===== src/rtl/chunked_serial_adder_if.sv =====
`default_nettype none
// ============================================================================
// Module      : chunked_serial_adder_if
// Description : start/done handshake and operand/result bundle for the
//               chunked serial adder.
// Revision    : 1.0 - initial release
// ============================================================================
interface chunked_serial_adder_if #(
  parameter int WIDTH = 16
) ();
  logic             start;
  logic [WIDTH-1:0] a;
  logic [WIDTH-1:0] b;
  logic             cin;
  logic             sub;
  logic             ready;
  logic             busy;
  logic             done;
  logic [WIDTH-1:0] s;
  logic             cout;
  logic             ovf;

  modport master (
    output start, a, b, cin, sub,
    input  ready, busy, done, s, cout, ovf
  );

  modport slave (
    input  start, a, b, cin, sub,
    output ready, busy, done, s, cout, ovf
  );
endinterface
`default_nettype wire


===== src/rtl/chunked_serial_adder.sv =====
`default_nettype none
// ============================================================================
// Module      : chunked_serial_adder
// Description : multi-cycle add/subtract, CHUNK bits per clock with a
//               registered ripple carry and signed overflow detection.
// Revision    : 1.0 - initial release
// ============================================================================
module chunked_serial_adder #(
  parameter int WIDTH = 16,
  parameter int CHUNK = 4
) (
  input  logic                   clk,
  input  logic                   rst,
  chunked_serial_adder_if.slave  bus
);

  localparam int NCHUNK = WIDTH / CHUNK;
  localparam int IDX_W  = (NCHUNK > 1) ? $clog2(NCHUNK) : 1;
  localparam logic [IDX_W-1:0] LAST_IDX = IDX_W'(NCHUNK - 1);

  typedef enum logic [1:0] {
    S_IDLE = 2'd0,
    S_RUN  = 2'd1,
    S_DONE = 2'd2
  } state_t;

  state_t           state_q, state_d;
  logic [WIDTH-1:0] a_q, a_d;
  logic [WIDTH-1:0] beff_q, beff_d;
  logic [WIDTH-1:0] s_q, s_d;
  logic [IDX_W-1:0] idx_q, idx_d;
  logic             carry_q, carry_d;
  logic             cout_q, cout_d;
  logic             ovf_q, ovf_d;
  logic [CHUNK:0]   chunk_sum;

  // Operands shift right each RUN cycle so the active chunk is always at
  // bit 0; on the last chunk that slice holds the original sign bits.
  always_comb begin
    chunk_sum = {1'b0, a_q[CHUNK-1:0]} + {1'b0, beff_q[CHUNK-1:0]}
              + {{CHUNK{1'b0}}, carry_q};
  end

  always_comb begin
    state_d = state_q;
    a_d     = a_q;
    beff_d  = beff_q;
    s_d     = s_q;
    idx_d   = idx_q;
    carry_d = carry_q;
    cout_d  = cout_q;
    ovf_d   = ovf_q;
    case (state_q)
      S_IDLE: begin
        if (bus.start) begin
          a_d     = bus.a;
          beff_d  = bus.sub ? ~bus.b : bus.b;
          carry_d = bus.cin ^ bus.sub;
          s_d     = '0;
          idx_d   = '0;
          state_d = S_RUN;
        end
      end
      S_RUN: begin
        a_d     = a_q >> CHUNK;
        beff_d  = beff_q >> CHUNK;
        s_d     = (s_q >> CHUNK) | (WIDTH'(chunk_sum[CHUNK-1:0]) << (WIDTH - CHUNK));
        carry_d = chunk_sum[CHUNK];
        idx_d   = idx_q + IDX_W'(1);
        if (idx_q == LAST_IDX) begin
          cout_d  = chunk_sum[CHUNK];
          ovf_d   = (a_q[CHUNK-1] == beff_q[CHUNK-1]) &&
                    (chunk_sum[CHUNK-1] != a_q[CHUNK-1]);
          state_d = S_DONE;
        end
      end
      S_DONE: begin
        state_d = S_IDLE;
      end
      default: begin
        state_d = S_IDLE;
      end
    endcase
  end

  always_ff @(posedge clk) begin
    if (rst) begin
      state_q <= S_IDLE;
      a_q     <= '0;
      beff_q  <= '0;
      s_q     <= '0;
      idx_q   <= '0;
      carry_q <= 1'b0;
      cout_q  <= 1'b0;
      ovf_q   <= 1'b0;
    end else begin
      state_q <= state_d;
      a_q     <= a_d;
      beff_q  <= beff_d;
      s_q     <= s_d;
      idx_q   <= idx_d;
      carry_q <= carry_d;
      cout_q  <= cout_d;
      ovf_q   <= ovf_d;
    end
  end

  assign bus.ready = (state_q == S_IDLE);
  assign bus.busy  = (state_q == S_RUN);
  assign bus.done  = (state_q == S_DONE);
  assign bus.s     = s_q;
  assign bus.cout  = cout_q;
  assign bus.ovf   = ovf_q;

endmodule
`default_nettype wire


===== src/flat_wrapper.sv =====
// flat-port wrapper written by rule: the top's interface ports become plain ports
module chunked_serial_adder_flat 
#(
  parameter int WIDTH = 16,
  parameter int CHUNK = 4
)
  (clk, rst, bus_start, bus_a, bus_b, bus_cin, bus_sub, bus_ready, bus_busy, bus_done, bus_s, bus_cout, bus_ovf);
  chunked_serial_adder_if #(.WIDTH(WIDTH)) bus_i ();
  input  logic clk;
  input  logic rst;
  input wire logic [$bits(bus_i.start)-1:0] bus_start;
  input wire logic [$bits(bus_i.a)-1:0] bus_a;
  input wire logic [$bits(bus_i.b)-1:0] bus_b;
  input wire logic [$bits(bus_i.cin)-1:0] bus_cin;
  input wire logic [$bits(bus_i.sub)-1:0] bus_sub;
  output wire logic [$bits(bus_i.ready)-1:0] bus_ready;
  output wire logic [$bits(bus_i.busy)-1:0] bus_busy;
  output wire logic [$bits(bus_i.done)-1:0] bus_done;
  output wire logic [$bits(bus_i.s)-1:0] bus_s;
  output wire logic [$bits(bus_i.cout)-1:0] bus_cout;
  output wire logic [$bits(bus_i.ovf)-1:0] bus_ovf;
  assign bus_i.start = bus_start;
  assign bus_i.a = bus_a;
  assign bus_i.b = bus_b;
  assign bus_i.cin = bus_cin;
  assign bus_i.sub = bus_sub;
  assign bus_ready = bus_i.ready;
  assign bus_busy = bus_i.busy;
  assign bus_done = bus_i.done;
  assign bus_s = bus_i.s;
  assign bus_cout = bus_i.cout;
  assign bus_ovf = bus_i.ovf;
  chunked_serial_adder #(.WIDTH(WIDTH), .CHUNK(CHUNK)) u_core (.clk(clk), .rst(rst), .bus(bus_i));
endmodule

===== config.mk =====
export PLATFORM = sky130hd
export DESIGN_NAME = chunked_serial_adder_flat
export DESIGN_NICKNAME = d
export VERILOG_FILES = /design/src/rtl/chunked_serial_adder_if.sv /design/src/rtl/chunked_serial_adder.sv /design/src/flat_wrapper.sv
export SDC_FILE = /design/constraint.sdc
export NUM_CORES = 1
export LEC_CHECK = 0
export CAP_MARGIN = 20
export CORE_MARGIN = 1
export CORE_UTILIZATION = 25
export CTS_BUF_LIST = sky130_fd_sc_hd__clkbuf_8
export DETAILED_ROUTE_END_ITERATION = 8
export SETUP_SLACK_MARGIN = 0.3
export SLEW_MARGIN = 0
export SYNTH_ARGS = -nofsm -noshare
export SYNTH_HDL_FRONTEND = slang
export SYNTH_SLANG_ARGS = --single-unit
export TNS_END_PERCENT = 50

===== constraint.sdc =====
create_clock -name clk -period 3.62 [get_ports clk]
set_input_delay 0.905 -clock clk [delete_from_list [all_inputs] [get_ports clk]]
set_output_delay 0.905 -clock clk [all_outputs]
set_load 0.02 [all_outputs]

### Yosys cells after proc, flatten, opt, wreduce, memory -nomap -nowiden

Cells that the tools add are included.

* register bits after elaboration: 55
* input port bits: 37
* output and inout bits: 21
* logic and storage cells: 41

* add/sub/neg operators: 3
* equality and inequality tests: 7
* muxes and demuxes: 14
* bitwise logic cells: 3
* reduce and logical (&&, ||, !) cells: 6

Operators with widths (number)
* $pmux 16 s2: 3
* $mux 16: 4
* $not 16->16: 1
* $or 12x16->16: 1
* $pmux 2 s2: 2
* $mux 2: 3
* $reduce_and 2->1: 3
* $add 4x4->5: 1
* $add 5x1->5: 1
* $eq 2x2->1 const B: 2
* $add 2x1->2 const B: 1
* $eq 2x1->1 const B: 1
* $logic_not 2->1: 1
* $ne 2x1->1 const B: 1
* $ne 2x2->1 const B: 1
* $pmux 1 s2: 1
* $reduce_bool 2->1: 1
* $eq 1x1->1: 1
* $logic_and 1x1->1: 1
* $mux 1: 1
* $ne 1x1->1: 1
* $xor 1x1->1: 1

### Depth between registers and ports, before layout

Gate-level depths: netlist of the first run.

* depth in word-level cells: 4
* depth in mapped cells: 6
* mapped depth without buffers: 6

### Worst setup path before layout of the first run

Ideal clock, no wire load.

* path type: reg2out
* start point: register u_core.state_q[1]
* end point: output bus_done
* arrival: 1.053 ns
* data required time: 2.715 ns
* slack: 1.662 ns
* stages on the path, launching flop included: 5
* path buffers: 2
* cells stage by stage: dfxtp_1 -> buf_2 -> inv_1 -> buf_2 -> nor2_1

* word-level cells in the longest chain between the ends: 1

RTL lines
* start: declaration: RTL line chunked_serial_adder.sv:27 `state_t state_q, state_d;`
* start signal: assignment: RTL line chunked_serial_adder.sv:97 `state_q <= state_d;`
* $eq 2x2->1: RTL line chunked_serial_adder.sv:110 `assign bus.done = (state_q == S_DONE);`
* end: declaration: RTL line flat_wrapper.sv:18 `output wire logic [$bits(bus_i.done)-1:0] bus_done;`

No other way between the ends.

### Worst setup path after layout of the first run

* start point: register u_core.state_q[0]
* end point: output bus_busy

* word-level cells in the longest chain between the ends: 1

RTL lines
* $eq 2x1->1: RTL line chunked_serial_adder.sv:109 `assign bus.busy = (state_q == S_RUN);`
* end: declaration: RTL line flat_wrapper.sv:17 `output wire logic [$bits(bus_i.busy)-1:0] bus_busy;`

No other way between the ends.

==> flow_metrics.py, run 1 <==
metrics = {
    "clock_network": {
        "clk_pin_slew_worst_paths_ps": 100,
        "clk_path_buf_depth": 2,
        "root_buffer": "clkbuf_8",
        "ctsResizeCount": 0,
        "cts_tree": "built",
        "h-tree-depth": 2,
        "numCtsBuffers": 5,
        "cts_hold_buffers": 0,
        "cts.sinks": 55,
        "cts_setup_buffers": 0,
        "clkLatencyLatePin_ps": 310,
    },
    "synthesis": {
        "ys_types": 39,
        "synthAdderAreaFrac_pct": 3.51,
        "synthMuxAreaShare_pct": 0,
        "synthCells": 278,
        "ys_seq_elements": 55,
        "synth_xor_area_share_pct": 6.13,
        "synth_top_area_share_pct": 42.8,
        "synth_nets": 321,
        "synth_area_leader_cell": "dfxtp_1",
        "ys_seq_area_share_pct": 42.8,
        "synth.avg_cell_area_sq_um": 9.24,
        "synth.top_cells.by_area": "dfxtp_1 (43%), nor2_1 (8.8%), a22oi_1 (7.3%)",
        "synth-compound-area-share_pct": 27.2,
        "synth_top_family_by_area": "compound AO/OA/AOI/OAI gates",
        "synth_simple_gate_area_share_pct": 13.4,
        "syn_area_sq_um": 2570,
        "ys_warn_count": 0,
    },
    "sta": {
        "setup_viol_count_final": 0,
        "tns_ps": 0,
        "skew_ps": 9.20,
        "slew_viol_final": 0,
        "max_freq_mhz": 373,
        "period_needed_ps": 2680,
        "worst_pin_slew_ps": 905,
        "fin_crit_sh_pct": 74.1,
        "hold_viol": 0,
        "whs_ps": 485,
        "rsz0062_at_grt": "false",
        "relSlewSlack_pct": 39.5,
    },
    "global_routing": {
        "overflow": 0,
        "grt_pass1_wl_microns": 10000,
        "antenna_found_initial": 0,
        "grt_max_degree": 39,
        "grt_pass1_vias": 2053,
        "grt_usage_pct": 11.9,
    },
    "drt": {
        "routed_wl_microns": 6240,
        "via_per_inst": 4.72,
        "dr.pass1.iters": 4,
        "drtIter0Drc": 125,
        "drtAntennaViolNets": 0,
        "drc_errors": 0,
        "vias": 2153,
        "wire_per_inst_microns": 13.7,
    },
    "placement": {
        "hpwl_microns": 4320,
        "gp_congestion": 0.780,
        "placed_area_sq_um": 3210,
        "io_buffers": 57,
    },
    "worst_setup_path": {
        "cp_cell_sequence": "nor2b_1 -> clkdlybuf4s50_1",
        "cp_max_fo": 9,
        "crit_arrival_ps": 1780,
        "cpLargestDelayFamily": "buffers and inverters",
        "slowest_stage": "clkdlybuf4s50_1",
        "critPathLaunchType": "flop",
        "path_buf_inv": 1,
        "required_ps": 2710,
        "slowest_delay_ps": 640,
        "critical_path_class": "flop to primary output",
        "end_kind": "primary output",
    },
    "floorplan": {
        "core_area_sq_um": 9860,
        "pin_count": 58,
        "die_area_sq_um": 10700,
        "rows": 36,
        "die_h_microns": 103,
        "start_util_pct": 26.1,
        "die_w_microns": 103,
    },
    "power": {
        "total_leakage_power_uw": 0.00121,
        "vdd.ir_drop.worst_uv": 162,
        "pwr_density_cell_nw_per_um2": 402,
    },
    "outcome": {
        "status": "finished clean",
    },
    "cells_and_area": {
        "stdcell_area_sq_um": 3320,
        "diodes": 0,
        "nNetsFinal": 365,
        "syn2layout_area_growth_pct": 29.3,
        "drive_above_1_share_pct": 7.43,
    },
    "flow_run": {
        "drv_cap": 0,
    },
    "min_path": {
        "hp-class": "flop to flop",
    },
}
==> registers in the layout (all words and copies together), names as in the netlist <==
| name | count |
|---|---|
| u_core.carry_q | 1 |
| u_core.a_q | 16 |
| u_core.beff_q | 16 |
| u_core.bus.cout | 1 |
| u_core.state_q | 2 |
| u_core.bus.ovf | 1 |
| u_core.bus.s | 16 |
| u_core.idx_q | 2 |
==> cells by family (layout without fill, tap and decap cells) <==
kind of cell,after synthesis,count (layout)
flip-flops,55,55
XOR/XNOR,18,18
adder cells (fa/ha/maj),6,6
AND/OR/NAND/NOR,76,76
AO/OA/AOI/OAI,88,88
buffers and inverters,35,80
==> power breakdown <==
part / internal, uW / switching (uW)
logic: 118 / 125
registers: 642 / 25.1
clock network: 224 / 200
==> per-stage QoR <==
stage / util, % / instances / setup WS, ps / power (uW)
floorplan: - / 278 / 1660 / 837
global placement: 32.5 / 448 / 960 / 921
detailed placement: 32.5 / 448 / 911 / 925
CTS: 33.7 / 456 / 902 / 1340
global route: 33.7 / 456 / 839 / 1400
finish: 33.7 / 456 / 939 / 1330
==> layout make-up <==
cell class	instances	area (sq um)
Sequential cell	55	1100
Multi-Input combinational cell	188	1290
Clock buffer	6	82.6
Clock inverter	2	35.0
Timing Repair Buffer	63	611
Inverter	9	33.8
Fill cell	1033	6540
Tap cell	133	166
==> worst paths after layout <==
| kind | to | cells after the start | slack (ps) | from |
|---|---|---|---|---|
| worst max-delay path | bus_busy | 2 | 940 | u_core.state_q[0] |
| worst min-delay path | u_core.idx_q[0] | 1 | 480 | u_core.idx_q[0] |
| worst max register to register | u_core.beff_q[1] | 4 | 1840 | u_core.state_q[0] |
| worst min register to register | u_core.idx_q[0] | 1 | 480 | u_core.idx_q[0] |
==> cells in the mapped netlist (all sizes together) <==
master / number
o221ai: 1
o2111ai: 2
dfxtp: 55
o311ai: 1
o21ba: 1
ha: 4
nor3: 1
buf: 17
a21oi: 2
nor2b: 4
nor2: 60
o21bai: 1
and3b: 1
nor3b: 2
a211oi: 22
nand2b: 1
fa: 2
clkbuf: 9
xnor2: 4
a2bb2oi: 3
a22oi: 25
inv: 9
xor2: 14
o31ai: 3
o2bb2ai: 12
and3: 1
a21o: 1
o22ai: 10
a221oi: 2
or2: 1
nand3: 1
nand3b: 4
o211ai: 2
==> layer usage <==
layer	GRT usage, %	share of wire [%]	routed length, microns	vias to the layer above
met5	0	0	0	-
met4	3.25	1.2	78	0
met3	2.22	3.1	195	6
met2	19.4	47	2910	35
met1	16.2	49	3060	1023
li1	-	-	-	1089
==> cell usage in the layout, fill, tap and decap left out, types with 2 or more instances in the layout <==
master           count
xor2_1              14
nor2_1              60
a22oi_1             25
clkdlybuf4s50_1     56
nor2b_1              4
a211oi_1            18
dfxtp_1             55
o211ai_1             2
buf_4                6
ha_1                 4
a2bb2oi_1            3
fa_1                 2
o22ai_1             10
xnor2_1              4
o2111ai_1            2
inv_1                9
a21oi_1              2
o31ai_1              3
o2bb2ai_1           12
clkbuf_8             6
a211oi_2             4
nand3b_1             4
Power figures use the tool's default switching activity.
==> run 2, diff against run 1 <==
==> constraint.sdc (replaced) <==
create_clock -name clk -period 2.25 [get_ports clk]
set_input_delay 0.5625 -clock clk [delete_from_list [all_inputs] [get_ports clk]]
set_output_delay 0.5625 -clock clk [all_outputs]
set_load 0.02 [all_outputs]
==> flow_metrics.py, run 2 (synthesis gave the netlist of run 1 again) <==
metrics = {
    "cells_and_area": {
        "regArea_sq_um": 1100,
        "syn2layout_area_growth_pct": 30.7,
        "most-common-layout-cells": "nor2_1 (60), dfxtp_1 (55), clkdlybuf4s50_1 (53)",
        "final_util_pct": 34.0,
        "nNetsFinal": 372,
        "final_common_cell": "nor2_1",
        "fill_cells": 1010,
        "drive_above_1_share_pct": 9.39,
        "diodes": 0,
        "stdcell_area_sq_um": 3360,
        "multi_input_area_sq_um": 1290,
    },
    "sta": {
        "setup_viol_count_final": 0,
        "rsz0062_at_grt": "true",
        "slew_viol_final": 0,
        "skew_ps": 6.57,
        "setup_ws_ps": 288,
        "tns_ps": 0,
        "fin_crit_sh_pct": 87.2,
        "hold_viol": 0,
        "period_needed_ps": 1960,
        "max_freq_mhz": 510,
        "worst_pin_slew_ps": 659,
        "relSlewSlack_pct": 56.0,
    },
    "global_routing": {
        "grt_usage_pct": 12.6,
        "grt_max_degree": 25,
        "antenna_found_initial": 0,
        "grt_pass1_wl_microns": 10400,
        "overflow": 0,
        "grt_pass1_vias": 2129,
    },
    "clock_network": {
        "clk_path_buf_depth": 2,
        "cts_hold_buffers": 0,
        "ctsResizeCount": 2,
        "clk_pin_slew_worst_paths_ps": 100,
        "numCtsBuffers": 5,
        "cts.sinks": 55,
        "h-tree-depth": 2,
        "cts_tree": "built",
        "cts_setup_buffers": 0,
        "clkLatencyLatePin_ps": 310,
        "root_buffer": "clkbuf_8",
    },
    "placement": {
        "placed_area_sq_um": 3270,
        "hpwl_microns": 4570,
        "place_ws_ps": 258,
        "io_buffers": 57,
        "gp_congestion": 0.809,
    },
    "power": {
        "total_leakage_power_uw": 0.00125,
        "vdd.ir_drop.worst_uv": 275,
        "pwr_density_cell_nw_per_um2": 603,
    },
    "drt": {
        "drtIter0Drc": 126,
        "vias": 2202,
        "wire_per_inst_microns": 13.9,
        "drtAntennaViolNets": 0,
        "routed_wl_microns": 6420,
        "dr.pass1.iters": 4,
        "via_per_inst": 4.76,
        "drc_errors": 0,
    },
    "worst_setup_path": {
        "crit_arrival_ps": 1400,
        "end_kind": "primary output",
        "required_ps": 1690,
        "critical_path_class": "flop to primary output",
        "critPathLaunchType": "flop",
        "cp_max_fo": 7,
    },
    "min_path": {
        "hp-class": "flop to flop",
    },
    "floorplan": {
        "die_h_microns": 103,
        "pin_count": 58,
        "die_w_microns": 103,
        "rows": 36,
        "die_area_sq_um": 10700,
        "start_util_pct": 26.1,
        "core_area_sq_um": 9860,
    },
    "flow_run": {
        "drv_cap": 0,
    },
    "outcome": {
        "status": "finished clean",
    },
}
run 2: layout make-up:
type | instances | area share, %
clock buffer | 5 | 2.05
tap | 133 | 4.96
multi-input combinational | 188 | 38.5
clock inverter | 3 | 0.559
timing repair buffer | 70 | 20.1
inverter | 9 | 1.01
sequential | 55 | 32.8
run 2: through the flow:
step	power, uW	hold slack, ps	cells
finish	2030	499	463
global route	2140	529	463
CTS	2050	496	463
detailed placement	1500	475	455
global placement	1500	479	455
floorplan	1350	444	278
run 2: layer usage:
metal | vias to the layer above | track usage (%) | routed length [microns]
li1 | 1098 | - | -
met1 | 1054 | 16.1 | 3020
met2 | 38 | 20.6 | 3050
met3 | 12 | 2.69 | 203
met4 | 0 | 5.09 | 148
met5 | - | 0 | 0
run 2: worst paths after layout:
kind / startpoint / end / slack [ps] / depth (start not counted)
worst min register to register: u_core.beff_q[7] / u_core.beff_q[7] / 500 / 2
worst min-delay path: u_core.beff_q[7] / u_core.beff_q[7] / 500 / 2
worst max-delay path: u_core.state_q[1] / bus_done / 290 / 4
worst max register to register: u_core.beff_q[0] / u_core.bus.cout / 610 / 6
run 2: power breakdown:
group	switching, uW	internal [uW]
combinational	209	200
sequential	37.4	1030
clock	327	220
run 2: critical path, stage by stage (launching register included):
cell and delay, ps:
dfxtp_1 390, buf_4 200, inv_1 70, nor2_1 100, dlygate4sd2_1 340
